**config.mk**
```make
export PLATFORM = sky130hd
export DESIGN_NAME = sram_arbiter
export DESIGN_NICKNAME = d
export VERILOG_FILES = /design/src/rtl/snake_pkg.sv /design/src/rtl/sram_arbiter.sv
export SDC_FILE = /design/constraint.sdc
export NUM_CORES = 1
export LEC_CHECK = 0
export CAP_MARGIN = 40
export CORE_AREA = 2 2 57 59
export DETAILED_ROUTE_END_ITERATION = 10
export DIE_AREA = 0 0 59 61
export PLACE_DENSITY = 0.83
export SLEW_MARGIN = 20
export SYNTH_ARGS = -nofsm -noshare
export SYNTH_HDL_FRONTEND = slang
export SYNTH_SLANG_ARGS = --single-unit
```
**constraint.sdc**
```tcl
create_clock -name clk -period 3.95 [get_ports clk]
set_input_delay 0.5925 -clock clk [delete_from_list [all_inputs] [get_ports clk]]
set_output_delay 0.5925 -clock clk [all_outputs]
set_load 0.005 [all_outputs]
```
**src/rtl/snake_pkg.sv**
```systemverilog
// Shared definitions for the game's memory clients: client identifiers and
// the default starvation limit used by the SRAM arbiter.
package snake_pkg;

    typedef enum logic {
        CLIENT_DISPLAY = 1'b0,
        CLIENT_SCORE   = 1'b1
    } client_e;

    localparam int unsigned DEFAULT_STARVE_LIMIT = 4;

endpackage

```
**src/rtl/sram_arbiter.sv**
```systemverilog
// Two-client arbiter in front of a single-port SRAM with 1-cycle read latency.
// Client 0 (display) has priority; client 1 (score) wins after STARVE_LIMIT lost cycles.
module sram_arbiter
    import snake_pkg::*;
#(
    parameter int unsigned DATA_WIDTH   = 8,
    parameter int unsigned ADDR_WIDTH   = 16,
    parameter int unsigned STARVE_LIMIT = DEFAULT_STARVE_LIMIT
) (
    input  logic                  clk,
    input  logic                  reset,

    input  logic                  c0_req,
    input  logic                  c0_we,
    input  logic [ADDR_WIDTH-1:0] c0_addr,
    input  logic [DATA_WIDTH-1:0] c0_wdata,
    output logic                  c0_gnt,
    output logic                  c0_rvalid,
    output logic [DATA_WIDTH-1:0] c0_rdata,

    input  logic                  c1_req,
    input  logic                  c1_we,
    input  logic [ADDR_WIDTH-1:0] c1_addr,
    input  logic [DATA_WIDTH-1:0] c1_wdata,
    output logic                  c1_gnt,
    output logic                  c1_rvalid,
    output logic [DATA_WIDTH-1:0] c1_rdata,

    output logic                  sram_en,
    output logic                  sram_we,
    output logic [ADDR_WIDTH-1:0] sram_addr,
    output logic [DATA_WIDTH-1:0] sram_wdata,
    input  logic [DATA_WIDTH-1:0] sram_rdata
);

    localparam logic [3:0] LIMIT = 4'(STARVE_LIMIT);

    logic [3:0] starve_cnt_q, starve_cnt_d;
    client_e    owner_q, owner_d;
    logic       c0_rvalid_q, c0_rvalid_d;
    logic       c1_rvalid_q, c1_rvalid_d;
    logic       c0_win, c1_win;

    // Grants are suppressed while reset is held so nothing reaches the SRAM.
    always_comb begin
        // NOTE: every combinational output gets a default first so no latch is inferred.
        c0_win = 1'b0;
        c1_win = 1'b0;
        if (!reset) begin
            if (c1_req && (starve_cnt_q == LIMIT || !c0_req)) begin
                c1_win = 1'b1;
            end else if (c0_req) begin
                c0_win = 1'b1;
            end
        end
    end

    always_comb begin
        sram_en      = 1'b0;
        sram_we      = 1'b0;
        sram_addr    = '0;
        sram_wdata   = '0;
        owner_d      = owner_q;
        c0_rvalid_d  = 1'b0;
        c1_rvalid_d  = 1'b0;
        starve_cnt_d = '0;

        if (c0_win) begin
            sram_en     = 1'b1;
            sram_we     = c0_we;
            sram_addr   = c0_addr;
            sram_wdata  = c0_wdata;
            owner_d     = CLIENT_DISPLAY;
            c0_rvalid_d = !c0_we;
        end else if (c1_win) begin
            sram_en     = 1'b1;
            sram_we     = c1_we;
            sram_addr   = c1_addr;
            sram_wdata  = c1_wdata;
            owner_d     = CLIENT_SCORE;
            c1_rvalid_d = !c1_we;
        end

        // Saturating count of cycles client 1 asked and lost.
        if (c1_req && !c1_win) begin
            starve_cnt_d = (starve_cnt_q >= LIMIT) ? LIMIT : starve_cnt_q + 4'd1;
        end
    end

    // NOTE: sequential state uses non-blocking assignments only, so all flops
    // sample the same pre-edge values.
    always_ff @(posedge clk or posedge reset) begin
        if (reset) begin
            starve_cnt_q <= '0;
            owner_q      <= CLIENT_DISPLAY;
            c0_rvalid_q  <= 1'b0;
            c1_rvalid_q  <= 1'b0;
        end else begin
            starve_cnt_q <= starve_cnt_d;
            owner_q      <= owner_d;
            c0_rvalid_q  <= c0_rvalid_d;
            c1_rvalid_q  <= c1_rvalid_d;
        end
    end

    assign c0_gnt    = c0_win;
    assign c1_gnt    = c1_win;
    assign c0_rvalid = c0_rvalid_q;
    assign c1_rvalid = c1_rvalid_q;

    // Read data is steered only to the owner of a pending read; writes never echo back.
    assign c0_rdata = (c0_rvalid_q && owner_q == CLIENT_DISPLAY) ? sram_rdata : '0;
    assign c1_rdata = (c1_rvalid_q && owner_q == CLIENT_SCORE)   ? sram_rdata : '0;

endmodule

```
# Word-level counts from Yosys, hierarchy flattened
# Index checks and enable logic that the tools add are counted.
# word_totals
register_bits	7
inputBits	62
elab_cells	40
# op_classes
add_sub_neg	1
magnitude_cmp	1
eq_ne	1
n_mux	22
bitwise	1
n_reduce_logical	10
# ops
op	n
2-to-1 mux 16 bit	2
2-to-1 mux 8 bit	4
2-to-1 mux 1 bit	14
2-to-1 mux 4 bit	2
adder 4 x 1 -> 4 bit, second input constant	1
== test 4 x 3 -> 1 bit, second input constant	1
greater-or-equal comparator 4 x 3 -> 1 bit, second input constant	1
logical AND 1 bit	4
zero test 1 bit	4
nonzero test 2 bit	1
logical OR 1 bit	1
NOT 1 bit	1

# Longest topological paths before layout
# Gate-level depths: netlist of run 1.
# logic_depth
ltp_word	8
mapped_depth	6
mapped_depth_nobuf	5

# Least setup slack after synthesis of run 1
# Ideal clock, no wire load.
# synth_path
path_type	reg2out
start	register starve_cnt_q[0]
end	output port sram_addr[11]
arrival_ns	1.382
setup_slack_ns	1.975
stages_incl_launch_ff	7
path_buffers	1
cell_sequence	dfrtp_1 > inv_1 > ha_1 > and3b_1 > a21oi_4 > buf_2 > a22o_1
# synth_between
elab_chain_len	7
# synth_rtl
item	line	text
from (decl)	sram_arbiter.sv:38	logic [3:0] starve_cnt_q, starve_cnt_d;
from (signal assigned)	sram_arbiter.sv:99	starve_cnt_q <= starve_cnt_d;
== test 4 x 3 -> 1 bit (*)	sram_arbiter.sv:50	if (c1_req && (starve_cnt_q == LIMIT || !c0_req)) begin
logical OR 1 bit (*)	sram_arbiter.sv:50	
logical AND 1 bit (*)	sram_arbiter.sv:50	
2-to-1 mux 1 bit	sram_arbiter.sv:50	
2-to-1 mux 1 bit	sram_arbiter.sv:49	if (!reset) begin
2-to-1 mux 16 bit	sram_arbiter.sv:75	end else if (c1_win) begin
2-to-1 mux 16 bit (*)	sram_arbiter.sv:68	if (c0_win) begin
to (decl)	sram_arbiter.sv:31	output logic [ADDR_WIDTH-1:0] sram_addr,
# Every way passes the cells marked *; elsewhere a longest branch is shown, timed or not.

# Worst setup path in the final report of run 1
# layout_path
start	input port reset
end	output port sram_wdata[3]
# layout_between
elab_chain_len	3
# layout_rtl
item	line	text
from (decl)	sram_arbiter.sv:11	input logic reset,
2-to-1 mux 1 bit	sram_arbiter.sv:49	
2-to-1 mux 8 bit	sram_arbiter.sv:75	
2-to-1 mux 8 bit (*)	sram_arbiter.sv:68	
to (decl)	sram_arbiter.sv:32	output logic [DATA_WIDTH-1:0] sram_wdata,
# Marks and branches as above.

==> flow_summary_export.csv, run 1 <==
group,metric,value,unit
status,status,"completed",
worst_hold_path,holdCritPathClass,"reg -> reg",
pwr,peakVddDrop,66.8,uV
worst_hold_path,hold_end,"starve_cnt_q[1]$_DFF_PP0_",
floorplan,die_w,59,um
route,routedWlPerCell,14.8,um
logic_synthesis,muxShareOfSynthArea,0,
route,wl,3.17,mm
sta,period_share,0.797,
final_layout,multi_input_area,460,um^2
sta,fin_hold_ws,479,ps
critical_path,r2r-end,"c0_rvalid$_DFF_PP0_",
place,port_buffers,107,
place,dp_hpwl,2.70,mm
route,route.vias.total,1036,
route,postRouteAntennaNets,0,
clock_tree,ctsHoldBuffers,0,
route,dr.pass1.iters,6,
critical_path,r2r-start,"starve_cnt_q[0]$_DFF_PP0_",
critical_path,arrival,2560,ps
logic_synthesis,synthSimpleGateAreaFrac,0.239,
global_route,grt_overflow_total,0,
sta,drv_slew,0,
final_layout,ff_latch_area,175,um^2
clock_tree,cts_sinks,7,
floorplan,core_area,2950,um^2
logic_synthesis,ys_ff_latch,7,
logic_synthesis,ys_types,21,
critical_path,crit_path_end_kind,"output port",
clock_tree,cts_buffers,3,
final_layout,nets,246,
sta,maxSlewHeadroom,0.538,
logic_synthesis,ys_seq_area_frac,0.256,
sta,fin_setup_tns,0,ps
worst_hold_path,min_path_cells,1,
global_route,antenna_found_initial,0,
critical_path,crit_fanout,28,
floorplan,rows,20,
logic_synthesis,ys_warn_count,0,
final_layout,diodes,0,
global_route,grt_pass1_wl,4.44,mm
worst_hold_path,hold_start,"starve_cnt_q[3]$_DFF_PP0_",
logic_synthesis,syn_nets,139,
pwr,p_leak,0.751,nW
place,gp_congestion,0.717,
route,viasPerCell,4.84,
floorplan,io_pins,108,
logic_synthesis,syn_inst,75,
clock_tree,cts_buffer_depth,2,
final_layout,layout-drive-gt1-share,0.0331,
run,drv_cap,0,
clock_tree,cts_tree,"built",
logic_synthesis,synth_adder_area_share,0.0366,
logic_synthesis,syn_avg_cell_area,9.13,um^2
pwr,fin_total_pwr,296,uW
sta,finalSetupViolCount,0,
critical_path,crit_type,"in -> out",
logic_synthesis,synthesis.area,684,um^2
sta,tightestPinTransition,691,ps
clock_tree,clk_latency,250,ps
floorplan,die_h,61,um
route,drc,0,
clock_tree,cts_root_buffer,"clkbuf_4",
final_layout,instances_no_fill,214,
logic_synthesis,synth_top_family_by_area,"compound AO/OA/AOI/OAI gates",
logic_synthesis,synth-compound-area-share,0.391,
final_layout,syn_to_final_growth,161,%
pwr,powerDensity,166,nW/um^2
floorplan,die_area,3600,um^2
clock_tree,postCtsSetupRepairBufs,0,
final_layout,n_fill_cell,260,
clock_tree,htreeDepth,1,
floorplan,initial_utilization,0.232,
sta,fin_skew,1.64,ps
logic_synthesis,synthXorXnorAreaFrac,0,
critical_path,r2r_cells,5,
sta,max_freq,0.318,GHz
clock_tree,cts_resized,0,
global_route,grt_max_degree,33,
place,dpl.cell_count,210,
global_route,grt_pass1_vias,994,
critical_path,start_kind,"input pin",
sta,rsz0062_at_grt,"no",
route,drt-initial-drc-count,39,
critical_path,required,3360,ps
global_route,track_usage,0.166,
sta,finalHoldViolCount,0,
sta,min_period,3150,ps
critical_path,timing.reg2reg.setup_slack,2270,ps
clock_tree,path_clk_slew,50,ps
==> cells in the final DEF, fill, tap and decap left out <==
cell type        instances
nand2_1                  2
dfrtp_1                  7
inv_1                    4
nand2b_1                 1
conb_1                   1
and2_1                   8
and3_1                   8
ha_1                     2
clkbuf_1                 1
and3b_1                  1
o31ai_1                  1
a21o_1                   1
clkbuf_4                 3
clkdlybuf4s50_1        107
or2_2                    1
o211a_4                  1
nor2_1                   1
nor2b_1                  3
a22o_1                  25
nor4_1                   2
a21oi_4                  1
==> state kept, by name, indices dropped and copies added, names as in the netlist <==
signal        count
c0_rvalid         1
c1_rvalid         1
starve_cnt_q      4
owner_q           1
==> per-stage QoR <==
| stage | cell area, um^2 | utilization | worst slack [ps] |
|---|---|---|---|
| 2_1_floorplan | 684 | - | 1980 |
| 3_3_place_gp | 1760 | 0.597 | 867 |
| 3_5_place_dp | 1760 | 0.597 | 820 |
| 4_1_cts | 1790 | 0.606 | 809 |
| 5_1_grt | 1790 | 0.606 | 690 |
| 6_report | 1790 | 0.606 | 801 |
==> report_power, final <==
group | internal, mW | switching (mW)
Clock | 0.0385 | 0.0249
Combinational | 0.108 | 0.0438
Sequential | 0.0761 | 0.00536
Total | 0.222 | 0.0740
==> logic make-up (layout without fill, tap and decap cells) <==
kind of cell	Yosys count	in the layout
buf+inv	9	115
simple gates	27	27
flops	7	7
other cells	1	1
fa+ha+maj	2	2
compound gates	29	29
==> worst max-delay path by stage <==
| stage | start | to | cells after the start |
|---|---|---|---|
| floorplan | starve_cnt_q[0]$_DFF_PP0_ | sram_addr[11] | 6 |
| global placement | reset | sram_wdata[6] | 5 |
| detailed placement | reset | sram_addr[3] | 5 |
| CTS | reset | sram_wdata[6] | 5 |
| global route | reset | sram_wdata[3] | 5 |
| finish | reset | sram_wdata[3] | 5 |
==> critical path, stage by stage <==
cell,delay [ps]
clkdlybuf4s50_1,420
nand2b_1,210
a21oi_4,560
a22o_1,270
clkdlybuf4s50_1,500
==> cell usage after synthesis <==
| cell type | number | area share |
|---|---|---|
| conb_1 | 1 | 0.0055 |
| dfrtp_1 | 7 | 0.26 |
| buf_4 | 1 | 0.011 |
| nand2b_1 | 1 | 0.0091 |
| nor4_1 | 2 | 0.018 |
| nand2_1 | 2 | 0.011 |
| nor2_1 | 1 | 0.0055 |
| and2_1 | 8 | 0.073 |
| buf_6 | 1 | 0.016 |
| ha_1 | 2 | 0.037 |
| inv_1 | 4 | 0.022 |
| and3_1 | 8 | 0.073 |
| a21o_1 | 1 | 0.011 |
| o31ai_1 | 1 | 0.011 |
| and3b_1 | 1 | 0.013 |
| buf_2 | 3 | 0.022 |
| or2_2 | 1 | 0.0091 |
| a22o_1 | 25 | 0.32 |
| o211a_4 | 1 | 0.026 |
| a21oi_4 | 1 | 0.024 |
| nor2b_1 | 3 | 0.027 |
==> cell type report <==
| cell class | instances | share of cell area |
|---|---|---|
| inverters | 4 | 0.00839 |
| flip-flops and latches | 7 | 0.0979 |
| well taps | 33 | 0.0231 |
| multi-input cells | 59 | 0.257 |
| clock buffers | 4 | 0.0147 |
| repair buffers | 107 | 0.599 |
==> routing by layer <==
| layer | track usage | wire length, um | vias to the layer above |
|---|---|---|---|
| met3 | 0.0448 | 307 | 0 |
| met1 | 0.165 | 1070 | 469 |
| met2 | 0.316 | 1790 | 67 |
| met4 | 0.0844 | 0 | 0 |
| li1 | - | - | 500 |
| met5 | 0 | 0 | - |
Power figures use the tool's default switching activity.
==> inputs of run 2 (changes only) <==
Settings changed: CORE_AREA 2 2 57 59 to 2 2 59 61, DIE_AREA 0 0 59 61 to 0 0 61 63, PLACE_DENSITY 0.83 to 0.78.
Clock period 3.95 ns to 3.1 ns, I/O delays scaled along.
==> run 2 against run 1 <==
Against the previous run: flip-flop and latch count is the same; die area grew 6.8%; sequential share of layout area shrank 0.17 points; count of clock-buffer cells in the layout is the same; non-clock buffer count grew 2; critical path type unchanged; largest cell class unchanged.
==> flow_summary_export.csv, run 2 (synthesized netlist as in run 1, its figures left out) <==
group,metric,value,unit
sta,finalHoldViolCount,0,
sta,fin_setup_tns,0,ps
clock_tree,cts_resized,0,
critical_path,r2r-start,"starve_cnt_q[0]$_DFF_PP0_",
clock_tree,cts_tree,"built",
global_route,antenna_found_initial,0,
clock_tree,ctsHoldBuffers,0,
final_layout,fin_util,0.563,
sta,fin_skew,2.24,ps
run,drv_cap,0,
critical_path,cpMostUsedCell,"clkdlybuf4s50_1",
final_layout,layout_commonest_cell,"clkdlybuf4s50_1",
route,drc,0,
worst_hold_path,hold_start,"starve_cnt_q[3]$_DFF_PP0_",
route,dr.pass1.iters,4,
critical_path,worst-path-buf-inv,2,
critical_path,critPathMaxStageDelay,610,ps
status,status,"completed",
floorplan,initial_utilization,0.212,
pwr,powerDensity,208,nW/um^2
route,route.vias.total,1049,
pwr,p_leak,0.761,nW
global_route,grt_pass1_vias,1060,
critical_path,timing.reg2reg.setup_slack,1500,ps
critical_path,path_delay_family,"buffers and inverters",
critical_path,start_kind,"input pin",
final_layout,diodes,0,
clock_tree,clk_latency,240,ps
route,routedWlPerCell,14.2,um
final_layout,final_cell_mix,"clkdlybuf4s50_1, a22o_1, and3_1, and2_1, dfrtp_1",
final_layout,regMostFlops,"starve_cnt_q",
final_layout,fin_area,1820,um^2
worst_hold_path,hold_end,"starve_cnt_q[0]$_DFF_PP0_",
critical_path,cp_slowest_cell,"clkdlybuf4s50_1",
critical_path,required,2630,ps
place,port_buffers,107,
route,wl,3.25,mm
final_layout,layout-drive-gt1-share,0.0437,
place,dp_hpwl,2.83,mm
sta,max_freq,0.372,GHz
sta,rsz0062_at_grt,"no",
critical_path,arrival,2220,ps
critical_path,r2r_cells,5,
route,drt-initial-drc-count,36,
worst_hold_path,min_path_cells,1,
critical_path,crit_chain,"clkdlybuf4s50_1 > o211a_4 > a22o_1 > clkdlybuf4s50_1",
critical_path,r2r-end,"starve_cnt_q[1]$_DFF_PP0_",
sta,min_period,2690,ps
sta,finalSetupViolCount,0,
sta,period_share,0.867,
route,postRouteAntennaNets,0,
floorplan,die_h,63,um
clock_tree,path_clk_slew,50,ps
place,gp_congestion,0.806,
clock_tree,htreeDepth,1,
final_layout,nets,248,
pwr,peakVddDrop,88.2,uV
final_layout,syn_to_final_growth,166,%
clock_tree,cts_buffer_depth,2,
worst_hold_path,holdCritPathClass,"reg -> reg",
critical_path,crit_path_end_kind,"output port",
global_route,track_usage,0.176,
route,viasPerCell,4.58,
floorplan,rows,21,
place,placed_cell_area,1790,um^2
global_route,grt_pass1_wl,5.02,mm
final_layout,largest_reg_flops,4,
clock_tree,cts_sinks,7,
global_route,grt_overflow_total,0,
floorplan,die_area,3840,um^2
clock_tree,cts_buffers,3,
floorplan,die_w,61,um
clock_tree,cts_root_buffer,"clkbuf_4",
floorplan,io_pins,108,
critical_path,crit_type,"in -> out",
sta,drv_slew,0,
critical_path,crit_fanout,32,
critical_path,cp.depth,4,
global_route,grt_max_degree,33,
floorplan,core_area,3230,um^2
clock_tree,postCtsSetupRepairBufs,0,
[run 2: cell types whose count changed in the layout (fill, tap and decap cells not counted), sizes merged]
cell and change:
buf +2
[run 2: how the worst max path moves through the flow]
stage	from	slack, ps	to
after floorplan	starve_cnt_q[0]$_DFF_PP0_	1250	sram_addr[11]
after global placement	c1_req	470	sram_wdata[7]
after detailed placement	c1_req	400	sram_addr[10]
after CTS	starve_cnt_q[0]$_DFF_PP0_	390	sram_addr[10]
after global routing	starve_cnt_q[0]$_DFF_PP0_	270	sram_addr[2]
final	c1_req	410	sram_addr[10]
[run 2: final cells by class]
type | instances | area, um^2
Clock buffer | 4 | 26.3
Tap cell | 46 | 57.6
Multi-Input combinational cell | 59 | 460
Inverter | 4 | 15.0
Fill cell | 292 | 1410
Sequential cell | 7 | 175
Timing Repair Buffer | 109 | 1090
[run 2: metrics by stage]
stage                     hold slack (ps)  std cells  setup slack, ps  total power [mW]
after floorplan                       284         75             1250             0.157
after global placement                455        225              465             0.297
after detailed placement              484        225              404             0.302
after CTS                             494        229              392             0.384
after global routing                  530        229              273             0.405
final                                 488        229              412             0.379
[run 2: per-layer routing]
layer | vias up | GRT usage | wire [um] | part of all wire
li1 | 502 | - | - | -
met3 | 2 | 0.0497 | 317 | 0.098
met5 | - | 0 | 0 | 0
met1 | 477 | 0.175 | 1040 | 0.32
met4 | 0 | 0.0679 | 23 | 0.0071
met2 | 68 | 0.327 | 1870 | 0.58
[run 2: power by group]
| group | total, mW | internal (mW) | switching [mW] |
|---|---|---|---|
| Sequential | 0.104 | 0.0970 | 0.00697 |
| Combinational | 0.196 | 0.139 | 0.0568 |
| Clock | 0.0789 | 0.0489 | 0.0300 |
| Total | 0.379 | 0.285 | 0.0937 |
